$ cat src/rtl/player_pkg.sv
// Shared types and scan-code constants for the DE1 music player controller.
package player_pkg;

    typedef enum logic [2:0] {
        STOP     = 3'd0,
        FADE_IN  = 3'd1,
        PLAY     = 3'd2,
        FADE_OUT = 3'd3,
        SWITCH   = 3'd4,
        PAUSE    = 3'd5
    } state_t;

    typedef enum logic [2:0] {
        CMD_NONE = 3'd0,
        CMD_NEXT = 3'd1,
        CMD_PREV = 3'd2,
        CMD_VUP  = 3'd3,
        CMD_VDN  = 3'd4,
        CMD_STOP = 3'd5,
        CMD_PLAY = 3'd6
    } cmd_t;

    localparam logic [7:0] KEY_NEXT = 8'h05;
    localparam logic [7:0] KEY_PREV = 8'h06;
    localparam logic [7:0] KEY_VUP  = 8'h04;
    localparam logic [7:0] KEY_VDN  = 8'h0C;
    localparam logic [7:0] KEY_STOP = 8'h03;
    localparam logic [7:0] KEY_PLAY = 8'h0B;
    localparam logic [7:0] KEY_BRK  = 8'hF0;

    // Map a make-code byte to a transport/volume command.
    function automatic cmd_t decode_key(input logic [7:0] b);
        cmd_t c;
        case (b)
            KEY_NEXT: c = CMD_NEXT;
            KEY_PREV: c = CMD_PREV;
            KEY_VUP:  c = CMD_VUP;
            KEY_VDN:  c = CMD_VDN;
            KEY_STOP: c = CMD_STOP;
            KEY_PLAY: c = CMD_PLAY;
            default:  c = CMD_NONE;
        endcase
        return c;
    endfunction

endpackage

$ cat src/rtl/player_ctl_gen_vol_ramp.sv
// vol_ramp: steps vol_out one level toward goal every RAMP_TICKS tick pulses.
// clr restarts the tick counter; zero forces vol_out to 0 at once.
module vol_ramp #(
    parameter int VOL_W      = 4,
    parameter int RAMP_TICKS = 48
) (
    input  logic             clk,
    input  logic             rst,
    input  logic             tick,
    input  logic             clr,
    input  logic             zero,
    input  logic [VOL_W-1:0] goal,
    output logic [VOL_W-1:0] vol_out
);
    localparam int CNT_W = (RAMP_TICKS > 1) ? $clog2(RAMP_TICKS) : 1;
    localparam logic [CNT_W-1:0] CNT_MAX = CNT_W'(RAMP_TICKS - 1);

    logic [CNT_W-1:0] cnt_q, cnt_d;
    logic [VOL_W-1:0] vol_q, vol_d;

    // Tick counter and one-step move toward goal on counter wrap.
    always_comb begin
        cnt_d = cnt_q;
        vol_d = vol_q;
        if (clr) begin
            cnt_d = '0;
        end else if (tick) begin
            if (cnt_q == CNT_MAX) begin
                cnt_d = '0;
                if (vol_q < goal)
                    vol_d = vol_q + VOL_W'(1);
                else if (vol_q > goal)
                    vol_d = vol_q - VOL_W'(1);
            end else begin
                cnt_d = cnt_q + CNT_W'(1);
            end
        end
        if (zero)
            vol_d = '0;
    end

    // Ramp state registers.
    always_ff @(posedge clk or posedge rst) begin
        if (rst) begin
            cnt_q <= '0;
            vol_q <= '0;
        end else begin
            cnt_q <= cnt_d;
            vol_q <= vol_d;
        end
    end

    assign vol_out = vol_q;

endmodule

$ cat src/rtl/player_ctl_gen.sv
// player_ctl_gen: PS/2 command decode, transport FSM, song index and volume
// target for the DE1 music player. Optional macro PLAYER_AUTO_NEXT_EN makes
// song_end advance to the next track instead of stopping.
module player_ctl_gen
    import player_pkg::*;
#(
    parameter int NUM_SONGS  = 4,
    parameter int VOL_W      = 4,
    parameter int VOL_RESET  = 8,
    parameter int RAMP_TICKS = 48,
    parameter int WRAP       = 1,
    localparam int SONG_W    = $clog2(NUM_SONGS)
) (
    input  logic              clk,
    input  logic              sys_rst,
    input  logic [7:0]        ps2_byte,
    input  logic              ps2_vld,
    input  logic              tick,
    input  logic              song_end,
    output logic [SONG_W-1:0] song_idx,
    output logic              playing,
    output logic [VOL_W-1:0]  vol_out,
    output logic [VOL_W-1:0]  vol_tgt,
    output logic [3:0]        hex_digit
);
    localparam logic [SONG_W-1:0] LAST    = SONG_W'(NUM_SONGS - 1);
    localparam logic [VOL_W-1:0]  VOL_MAX = {VOL_W{1'b1}};

    state_t            state_q, state_d;
    state_t            dest_q, dest_d;
    logic              dir_prev_q, dir_prev_d;
    logic              brk_q, brk_d;
    logic [SONG_W-1:0] idx_q, idx_d;
    logic [VOL_W-1:0]  vol_tgt_q, vol_tgt_d;
    cmd_t              cmd;
    logic [VOL_W-1:0]  ramp_goal;
    logic [31:0]       hex_full;

    // Neighbouring track index, wrapping or saturating at the ends.
    function automatic logic [SONG_W-1:0] step_idx(input logic [SONG_W-1:0] idx,
                                                   input logic prev);
        logic [SONG_W-1:0] r;
        if (!prev)
            r = (idx == LAST) ? ((WRAP != 0) ? '0 : LAST) : idx + SONG_W'(1);
        else
            r = (idx == '0) ? ((WRAP != 0) ? LAST : '0) : idx - SONG_W'(1);
        return r;
    endfunction

    // Saturating volume target adjust.
    function automatic logic [VOL_W-1:0] vol_adj(input logic [VOL_W-1:0] v,
                                                 input cmd_t c);
        logic [VOL_W-1:0] r;
        r = v;
        if (c == CMD_VUP && v != VOL_MAX)
            r = v + VOL_W'(1);
        else if (c == CMD_VDN && v != '0)
            r = v - VOL_W'(1);
        return r;
    endfunction

    // Break-code filter: the byte after F0 is swallowed.
    always_comb begin
        brk_d = brk_q;
        cmd   = CMD_NONE;
        if (ps2_vld) begin
            if (brk_q)
                brk_d = 1'b0;
            else if (ps2_byte == KEY_BRK)
                brk_d = 1'b1;
            else
                cmd = decode_key(ps2_byte);
        end
    end

    // Transport FSM, pending switch direction and song index.
    always_comb begin
        state_d    = state_q;
        dest_d     = dest_q;
        dir_prev_d = dir_prev_q;
        idx_d      = idx_q;
        vol_tgt_d  = vol_adj(vol_tgt_q, cmd);
        if (cmd == CMD_STOP) begin
            state_d = STOP;
        end else begin
            case (state_q)
                STOP, PAUSE: begin
                    if (cmd == CMD_PLAY)
                        state_d = FADE_IN;
                    else if (cmd == CMD_NEXT || cmd == CMD_PREV)
                        idx_d = step_idx(idx_q, cmd == CMD_PREV);
                end
                FADE_IN, PLAY: begin
                    if (cmd == CMD_PLAY) begin
                        state_d = FADE_OUT;
                        dest_d  = PAUSE;
                    end else if (cmd == CMD_NEXT || cmd == CMD_PREV) begin
                        state_d    = FADE_OUT;
                        dest_d     = SWITCH;
                        dir_prev_d = (cmd == CMD_PREV);
                    end else if (state_q == FADE_IN) begin
                        if (vol_out == vol_tgt_q)
                            state_d = PLAY;
                    end else if (song_end && cmd == CMD_NONE) begin
`ifdef PLAYER_AUTO_NEXT_EN
                        if (WRAP == 0 && idx_q == LAST) begin
                            state_d = STOP;
                        end else begin
                            state_d    = FADE_OUT;
                            dest_d     = SWITCH;
                            dir_prev_d = 1'b0;
                        end
`else
                        state_d = STOP;
`endif
                    end
                end
                FADE_OUT: begin
                    if (cmd == CMD_PLAY) begin
                        state_d = FADE_IN;
                    end else begin
                        // Later next/prev replaces the pending direction.
                        if ((cmd == CMD_NEXT || cmd == CMD_PREV) && dest_q == SWITCH)
                            dir_prev_d = (cmd == CMD_PREV);
                        if (vol_out == '0)
                            state_d = dest_q;
                    end
                end
                SWITCH: begin
                    idx_d   = step_idx(idx_q, dir_prev_q);
                    state_d = FADE_IN;
                end
                default: state_d = STOP;
            endcase
        end
    end

    // Control and index registers.
    always_ff @(posedge clk or posedge sys_rst) begin
        if (sys_rst) begin
            state_q    <= STOP;
            dest_q     <= PAUSE;
            dir_prev_q <= 1'b0;
            brk_q      <= 1'b0;
            idx_q      <= '0;
            vol_tgt_q  <= VOL_W'(VOL_RESET);
        end else begin
            state_q    <= state_d;
            dest_q     <= dest_d;
            dir_prev_q <= dir_prev_d;
            brk_q      <= brk_d;
            idx_q      <= idx_d;
            vol_tgt_q  <= vol_tgt_d;
        end
    end

    assign ramp_goal = (state_q == PLAY || state_q == FADE_IN) ? vol_tgt_q : '0;

    vol_ramp #(
        .VOL_W      (VOL_W),
        .RAMP_TICKS (RAMP_TICKS)
    ) u_ramp (
        .clk     (clk),
        .rst     (sys_rst),
        .tick    (tick),
        .clr     (state_d != state_q),
        .zero    (state_d == STOP),
        .goal    (ramp_goal),
        .vol_out (vol_out)
    );

    assign hex_full  = 32'(idx_q) + 32'd1;
    assign hex_digit = (hex_full > 32'd15) ? 4'hF : hex_full[3:0];
    assign song_idx  = idx_q;
    assign vol_tgt   = vol_tgt_q;
    assign playing   = (state_q == PLAY) || (state_q == FADE_IN) ||
                       (state_q == FADE_OUT) || (state_q == SWITCH);

endmodule

$ cat config.mk
export PLATFORM = sky130hd
export DESIGN_NAME = player_ctl_gen
export DESIGN_NICKNAME = d
export VERILOG_FILES = /design/src/rtl/player_pkg.sv /design/src/rtl/player_ctl_gen_vol_ramp.sv /design/src/rtl/player_ctl_gen.sv
export SDC_FILE = /design/constraint.sdc
export NUM_CORES = 1
export LEC_CHECK = 0
export ABC_AREA = 1
export BUFFER_PORTS_ARGS = -buffer_cell sky130_fd_sc_hd__buf_4
export CAP_MARGIN = 10
export CORE_MARGIN = 3
export CORE_UTILIZATION = 45
export CTS_CLUSTER_DIAMETER = 50
export DETAILED_ROUTE_END_ITERATION = 12
export PLACE_DENSITY_LB_ADDON = 0.25
export SLEW_MARGIN = 20
export SYNTH_ARGS = -nofsm -noshare
export SYNTH_HDL_FRONTEND = slang
export SYNTH_HIERARCHICAL = 1
export SYNTH_SLANG_ARGS = --single-unit
export TNS_END_PERCENT = 50
$ cat constraint.sdc
create_clock -name clk -period 3.1 [get_ports clk]
set_clock_uncertainty 0.15 [all_clocks]
set_input_delay 0.93 -clock clk [delete_from_list [all_inputs] [get_ports clk]]
set_output_delay 0.93 -clock clk [all_outputs]
set_load 0.05 [all_outputs]
==> results.py, run 1 <==
metrics = {
    "setup_path": {
        "reg2reg_depth": 17,
        "crit_arrival_ns": 3.09,
        "cp_slowest_cell": "nor3_4",
        "cp.buffers_inverters": 4,
        "rrSetupSlack_ns": 0.35,
        "path_common_cell": "nor2_4",
        "cp-start-kind": "primary input",
        "cp_data_required_time_ns": 3.16,
        "cp_top_family": "simple AND/OR/NAND/NOR gates",
        "max_stage_delay_ns": 0.24,
        "critPathMaxFanout": 4,
        "path_cells": "buf_6 -> inv_2 -> or2_4 -> nor3_4 -> nand4_1 -> nor2_4 -> nor2_4 -> nand3b_1 -> xor2_2 -> nand3_4 -> inv_4 -> nand2_4 -> nor2_4 -> buf_4 -> nand4_1 -> nand2_1",
        "worstSetupPathType": "primary input to register",
        "r2r-start": "state_q[2]$_DFF_PP0_",
        "end_kind": "register",
        "r2r-end": "u_ramp/vol_out[3]$_DFFE_PP0P_",
    },
    "place": {
        "place_ws_ns": -0.231,
        "place_area_mm2": 0.00237,
        "dp_hpwl_mm": 3.46,
        "port_buffers": 26,
        "gp_congestion": 0.844,
    },
    "global_route": {
        "antenna_found_initial": 0,
        "grt_max_degree": 14,
        "grt.total_usage": 0.174,
        "overflow": 0,
        "grt_pass1_vias": 1779,
        "grt_pass1_wl_mm": 7.54,
    },
    "route": {
        "ant_nets": 0,
        "wl_mm": 4.51,
        "wire_per_inst_um": 11.7,
        "vias_per_cell": 5.09,
        "drc": 0,
        "drtPass1Iterations": 4,
        "num_vias": 1953,
        "drt_iter0_drc": 206,
    },
    "pwr": {
        "irDropWorstVdd_mv": 0.287,
        "p_leak_nw": 1.32,
        "pwr_density_cell_mw_per_mm2": 373,
    },
    "clock_network": {
        "cts_buffer_depth": 2,
        "clkTransAtPathRegs_ns": 0.09,
        "cts_inserted_buffers": 3,
        "cts_tree": "built",
        "clockRootBuffer": "clkbuf_8",
        "clock_sinks": 22,
        "ctsHoldBuffers": 0,
        "clkLatencyLatePin_ns": 0.26,
        "cts.htree.levels": 1,
    },
    "timing": {
        "setup_violations": 0,
        "rsz0062_at_grt": "true",
        "fin_crit_ns": 3.03,
        "worst_slew_pin_slew_ns": 0.499,
        "fmaxAchievable_ghz": 0.330,
        "fin_crit_sh": 0.978,
        "setup-tns-final_ns": 0,
        "hold_slack_ns": 0.369,
        "worst_slack_ns": 0.0694,
        "slew_viol_final": 0,
        "hold_viol": 0,
        "slew_headroom": 0.667,
    },
    "synth": {
        "syn_inst": 283,
        "synth_warnings": 6,
        "avgSynthCellArea_um2": 6.97,
        "synth_top_cell_by_area": "dfrtp_1",
        "ys_top_cells_by_area": "dfrtp_1, nand2_1, inv_1",
        "yosysUniqueCellTypes": 38,
        "ys_seq_elements": 22,
        "ys_seq_area_frac": 0.280,
        "syn_area_mm2": 0.00197,
        "synth_fp_nets": 309,
        "synth_top_area_share": 0.254,
    },
    "final_layout": {
        "areaGrowthSynthToFinish_pct": 30.8,
        "fin_util": 0.627,
        "layout.nets": 361,
        "final_area_mm2": 0.00258,
        "diodes": 0,
        "layout-drive-gt1-share": 0.305,
        "fill_cells": 368,
    },
    "die": {
        "die_area_mm2": 0.00522,
        "die_y_um": 72.2,
        "initial_core_util": 0.479,
        "fp-row-count": 23,
        "core-area_mm2": 0.00412,
        "io_pins": 28,
        "die_width_um": 72.2,
    },
    "min_path": {
        "holdPathEnd": "brk_q$_DFFE_PP0P_",
        "hp-start": "brk_q$_DFFE_PP0P_",
        "hold_depth": 2,
        "min_path_type": "register to register",
    },
    "run": {
        "max_cap_violations": 0,
    },
    "status": {
        "status": "finished clean",
    },
}
==> repair_timing <==
item | in CTS | in global routing
gates resized for setup | 0 | 31
setup endpoints to repair | 0 | 11
hold endpoints to repair | 0 | 0
setup buffers | 0 | 3
==> routing by layer <==
layer	wire (µm)	track usage	vias to the layer above
met4	39	0.0397	0
met2	2180	0.285	46
met5	0	0	-
met3	198	0.0180	6
met1	2090	0.248	888
li1	-	-	1013
==> state kept, by name, indices dropped and copies added, names as in the netlist <==
register        cells
brk_q               1
dir_prev_q          1
vol_tgt             4
u_ramp/vol_out      4
song_idx            2
u_ramp/cnt_q        6
state_q             3
dest_q              1
==> stage by stage <==
step	total power, mW	instances
3_3_place_gp	0.678	377
4_1_cts	0.956	381
5_1_grt	1.02	384
2_1_floorplan	0.597	283
3_5_place_dp	0.683	377
6_report	0.963	384
==> area by class of cell <==
type / instances / area [µm²] / area share
repair buffers: 49 / 372 / 0.144
clock inverters: 1 / 30.0 / 0.0116
well taps: 50 / 62.6 / 0.0242
flip-flops and latches: 22 / 554 / 0.215
multi-input cells: 212 / 1340 / 0.519
clock buffers: 3 / 41.3 / 0.0160
inverters: 47 / 180 / 0.0698
==> cells in the mapped netlist, drive strengths merged <==
library cell,instances
nor2,35
dfrtp,20
xor2,7
conb,1
o21ai,23
o31ai,1
dfstp,2
nor3,4
nand3b,2
fa,2
clkbuf,1
ha,11
buf,1
nand4,7
nand3,26
o211ai,1
xnor2,5
or2,2
nand2,74
a32oi,1
a211oi,2
a31oi,1
clkinv,2
a21oi,7
inv,45
==> placed cells by master (no fill, tap or decap), drive strengths merged <==
cell type | Yosys | routed
nand2 | 74 | 74
buf | 1 | 49
inv | 45 | 45
nor2 | 35 | 35
nand3 | 26 | 26
o21ai | 23 | 23
dfrtp | 20 | 20
ha | 11 | 11
nand4 | 7 | 7
a21oi | 7 | 7
xor2 | 7 | 7
xnor2 | 5 | 5
nor3 | 4 | 4
clkbuf | 1 | 3
a211oi | 2 | 2
fa | 2 | 2
dfstp | 2 | 2
or2 | 2 | 2
nand3b | 2 | 2
clkinv | 2 | 2
o211ai | 1 | 1
o31ai | 1 | 1
a32oi | 1 | 1
conb | 1 | 1
bufinv | 0 | 1
a31oi | 1 | 1
==> worst register-to-register path, delay by kind of cell (launching register included) <==
kind | cells | cell delay, ns
AO/OA/AOI/OAI | 1 | 0.05
adder cells (fa/ha/maj) | 2 | 0.63
flip-flops | 1 | 0.51
AND/OR/NAND/NOR | 12 | 1.20
buffers and inverters | 2 | 0.10
==> cell families after synthesis <==
family	share of synthesized area
adders and majority gates	0.0900
xor gates and xnor gates	0.0533
DFF	0.280
other	0.00190
buffers and inverters	0.0957
AOI/OAI and AO/OA	0.110
and+or+nand+nor	0.369
==> power breakdown <==
part / switching [mW] / total [mW] / internal (mW)
Clock: 0.105 / 0.277 / 0.173
Sequential: 0.0647 / 0.395 / 0.330
Combinational: 0.180 / 0.292 / 0.112
Total: 0.349 / 0.963 / 0.614
==> how the worst max path moves through the flow <==
stage | start | end | cells after the start
2_1_floorplan | ps2_vld | vol_tgt[3]$_DFFE_PP1P_ | 13
3_3_place_gp | ps2_vld | u_ramp/cnt_q[4]$_DFFE_PP0P_ | 15
6_report | ps2_vld | u_ramp/vol_out[0]$_DFFE_PP0P_ | 16
4_1_cts | ps2_vld | u_ramp/vol_out[2]$_DFFE_PP0P_ | 19
3_5_place_dp | ps2_vld | u_ramp/vol_out[2]$_DFFE_PP0P_ | 19
5_1_grt | ps2_byte[0] | u_ramp/vol_out[0]$_DFFE_PP0P_ | 20
Note: power is estimated with default switching activity, not from simulation.
==> inputs of run 2 (changes only) <==
Settings changed: CORE_MARGIN 3 to not set.
==> run 2 against run 1 <==
Compared with the run above:
- utilization grew 0.061 points
- non-clock buffer count grew 2
- routed wire length grew 0.62%
- largest cell class unchanged
==> results.py, run 2 (synthesis results as in run 1) <==
metrics = {
    "status": {
        "status": "finished clean",
    },
    "clock_network": {
        "clkTransAtPathRegs_ns": 0.09,
        "clkLatencyLatePin_ns": 0.27,
        "cts_inserted_buffers": 3,
        "clockRootBuffer": "clkbuf_8",
        "ctsHoldBuffers": 0,
        "cts_buffer_depth": 2,
        "clock_sinks": 22,
        "cts_tree": "built",
        "cts.htree.levels": 1,
    },
    "setup_path": {
        "crit_arrival_ns": 3.09,
        "cp_data_required_time_ns": 3.11,
        "rrSetupSlack_ns": 0.30,
        "r2r-start": "state_q[1]$_DFF_PP0_",
        "worstSetupPathType": "primary input to register",
        "critPathMaxFanout": 4,
        "cp-start-kind": "primary input",
        "r2r-end": "u_ramp/vol_out[3]$_DFFE_PP0P_",
        "end_kind": "register",
        "reg2reg_depth": 18,
    },
    "place": {
        "place_ws_ns": -0.217,
        "dp_hpwl_mm": 3.36,
        "port_buffers": 26,
        "place_area_mm2": 0.00237,
        "gp_congestion": 0.832,
    },
    "global_route": {
        "antenna_found_initial": 0,
        "grt.total_usage": 0.206,
        "grt_pass1_wl_mm": 7.30,
        "overflow": 0,
        "grt_max_degree": 14,
        "grt_pass1_vias": 1738,
    },
    "timing": {
        "fmaxAchievable_ghz": 0.325,
        "rsz0062_at_grt": "true",
        "setup_violations": 0,
        "fin_crit_ns": 3.08,
        "worst_slack_ns": 0.0220,
        "hold_viol": 0,
        "fin_crit_sh": 0.993,
        "slew_viol_final": 0,
    },
    "pwr": {
        "pwr_density_cell_mw_per_mm2": 376,
        "irDropWorstVdd_mv": 0.301,
        "p_leak_nw": 1.30,
    },
    "final_layout": {
        "final_cell_mix": "nand2_1, buf_4, inv_1, nor2_1, dfrtp_1",
        "layout-drive-gt1-share": 0.315,
        "layout.nets": 363,
        "final_common_cell": "nand2_1",
        "areaGrowthSynthToFinish_pct": 30.9,
        "regMostFlops": "u_ramp/cnt_q",
        "fin_util": 0.628,
        "final_area_mm2": 0.00258,
        "diodes": 0,
        "largest_register_ffs": 6,
    },
    "route": {
        "wl_mm": 4.54,
        "drtPass1Iterations": 4,
        "drt_iter0_drc": 136,
        "num_vias": 1940,
        "drc": 0,
        "vias_per_cell": 5.03,
        "ant_nets": 0,
        "wire_per_inst_um": 11.8,
    },
    "die": {
        "initial_core_util": 0.479,
        "die_area_mm2": 0.00465,
        "core-area_mm2": 0.00412,
        "die_width_um": 68.2,
        "die_y_um": 68.2,
        "io_pins": 28,
        "fp-row-count": 23,
    },
    "run": {
        "max_cap_violations": 0,
    },
    "min_path": {
        "hp-start": "brk_q$_DFFE_PP0P_",
        "min_path_type": "register to register",
        "hold_depth": 2,
        "holdPathEnd": "brk_q$_DFFE_PP0P_",
    },
}
## run 2: cell types whose count changed in the layout (fill, tap and decap cells not counted), moves of 2 or more
cell	before	now
nand2_1	67	64
nor2_1	25	27
nor2_2	1	3
nand2_2	4	8
nor2_4	9	5
## run 2: worst max-delay path by stage
stage	startpoint	end	slack, ns	cells after the start
2_1_floorplan	ps2_vld	vol_tgt[3]$_DFFE_PP1P_	0.003	13
3_3_place_gp	ps2_vld	u_ramp/cnt_q[4]$_DFFE_PP0P_	-0.12	15
3_5_place_dp	ps2_vld	u_ramp/vol_out[1]$_DFFE_PP0P_	-0.22	16
5_1_grt	ps2_byte[5]	u_ramp/vol_out[0]$_DFFE_PP0P_	-0.1	18
4_1_cts	ps2_vld	u_ramp/cnt_q[0]$_DFFE_PP0P_	0.06	15
6_report	ps2_vld	u_ramp/vol_out[3]$_DFFE_PP0P_	0.02	16
## run 2: critical path, cell delays in order
cell	delay (ns)
buf_6	0.07
inv_2	0.03
or2_4	0.25
nor3_4	0.25
nand4_1	0.22
nor2_2	0.21
nor2_1	0.10
nand3b_1	0.16
xor2_2	0.22
nand3_4	0.14
inv_4	0.10
nand2_4	0.06
nor2_4	0.12
nand2_2	0.10
nand3_1	0.08
o21ai_1	0.06
## run 2: power breakdown
part           internal (mW)  switching (mW)  total, mW
clock network          0.173           0.102      0.275
registers              0.330          0.0659      0.396
logic                  0.116           0.184      0.301
## run 2: through the flow
step	TNS (ns)	cells	hold slack, ns	power, mW
final	0	386	0.356	0.972
after global routing	-0.669	386	0.406	1.03
after CTS	0	381	0.362	0.961
after detailed placement	-1.80	377	0.341	0.684
after global placement	-0.929	377	0.332	0.678
after floorplan	0	283	0.304	0.597
## run 2: per-layer routing
metal / GRT usage / vias up / part of all wire
met1: 0.279 / 883 / 0.48
met2: 0.339 / 39 / 0.48
met4: 0.0547 / 0 / 0.011
met5: 0 / - / 0
met3: 0.0267 / 4 / 0.030
li1: - / 1014 / -
## run 2: area by class of cell
class	instances	area (µm²)
tap	50	62.6
clock inverter	1	30.0
fill	354	1530
inverter	47	180
sequential	22	553
multi-input combinational	212	1330
clock buffer	3	41.3
timing repair buffer	51	390
## run 2: timing repair
| action | in CTS | in global routing |
|---|---|---|
| buffers inserted | 0 | 5 |
| resized for setup | 0 | 28 |
| setup endpoints to repair | 0 | 9 |
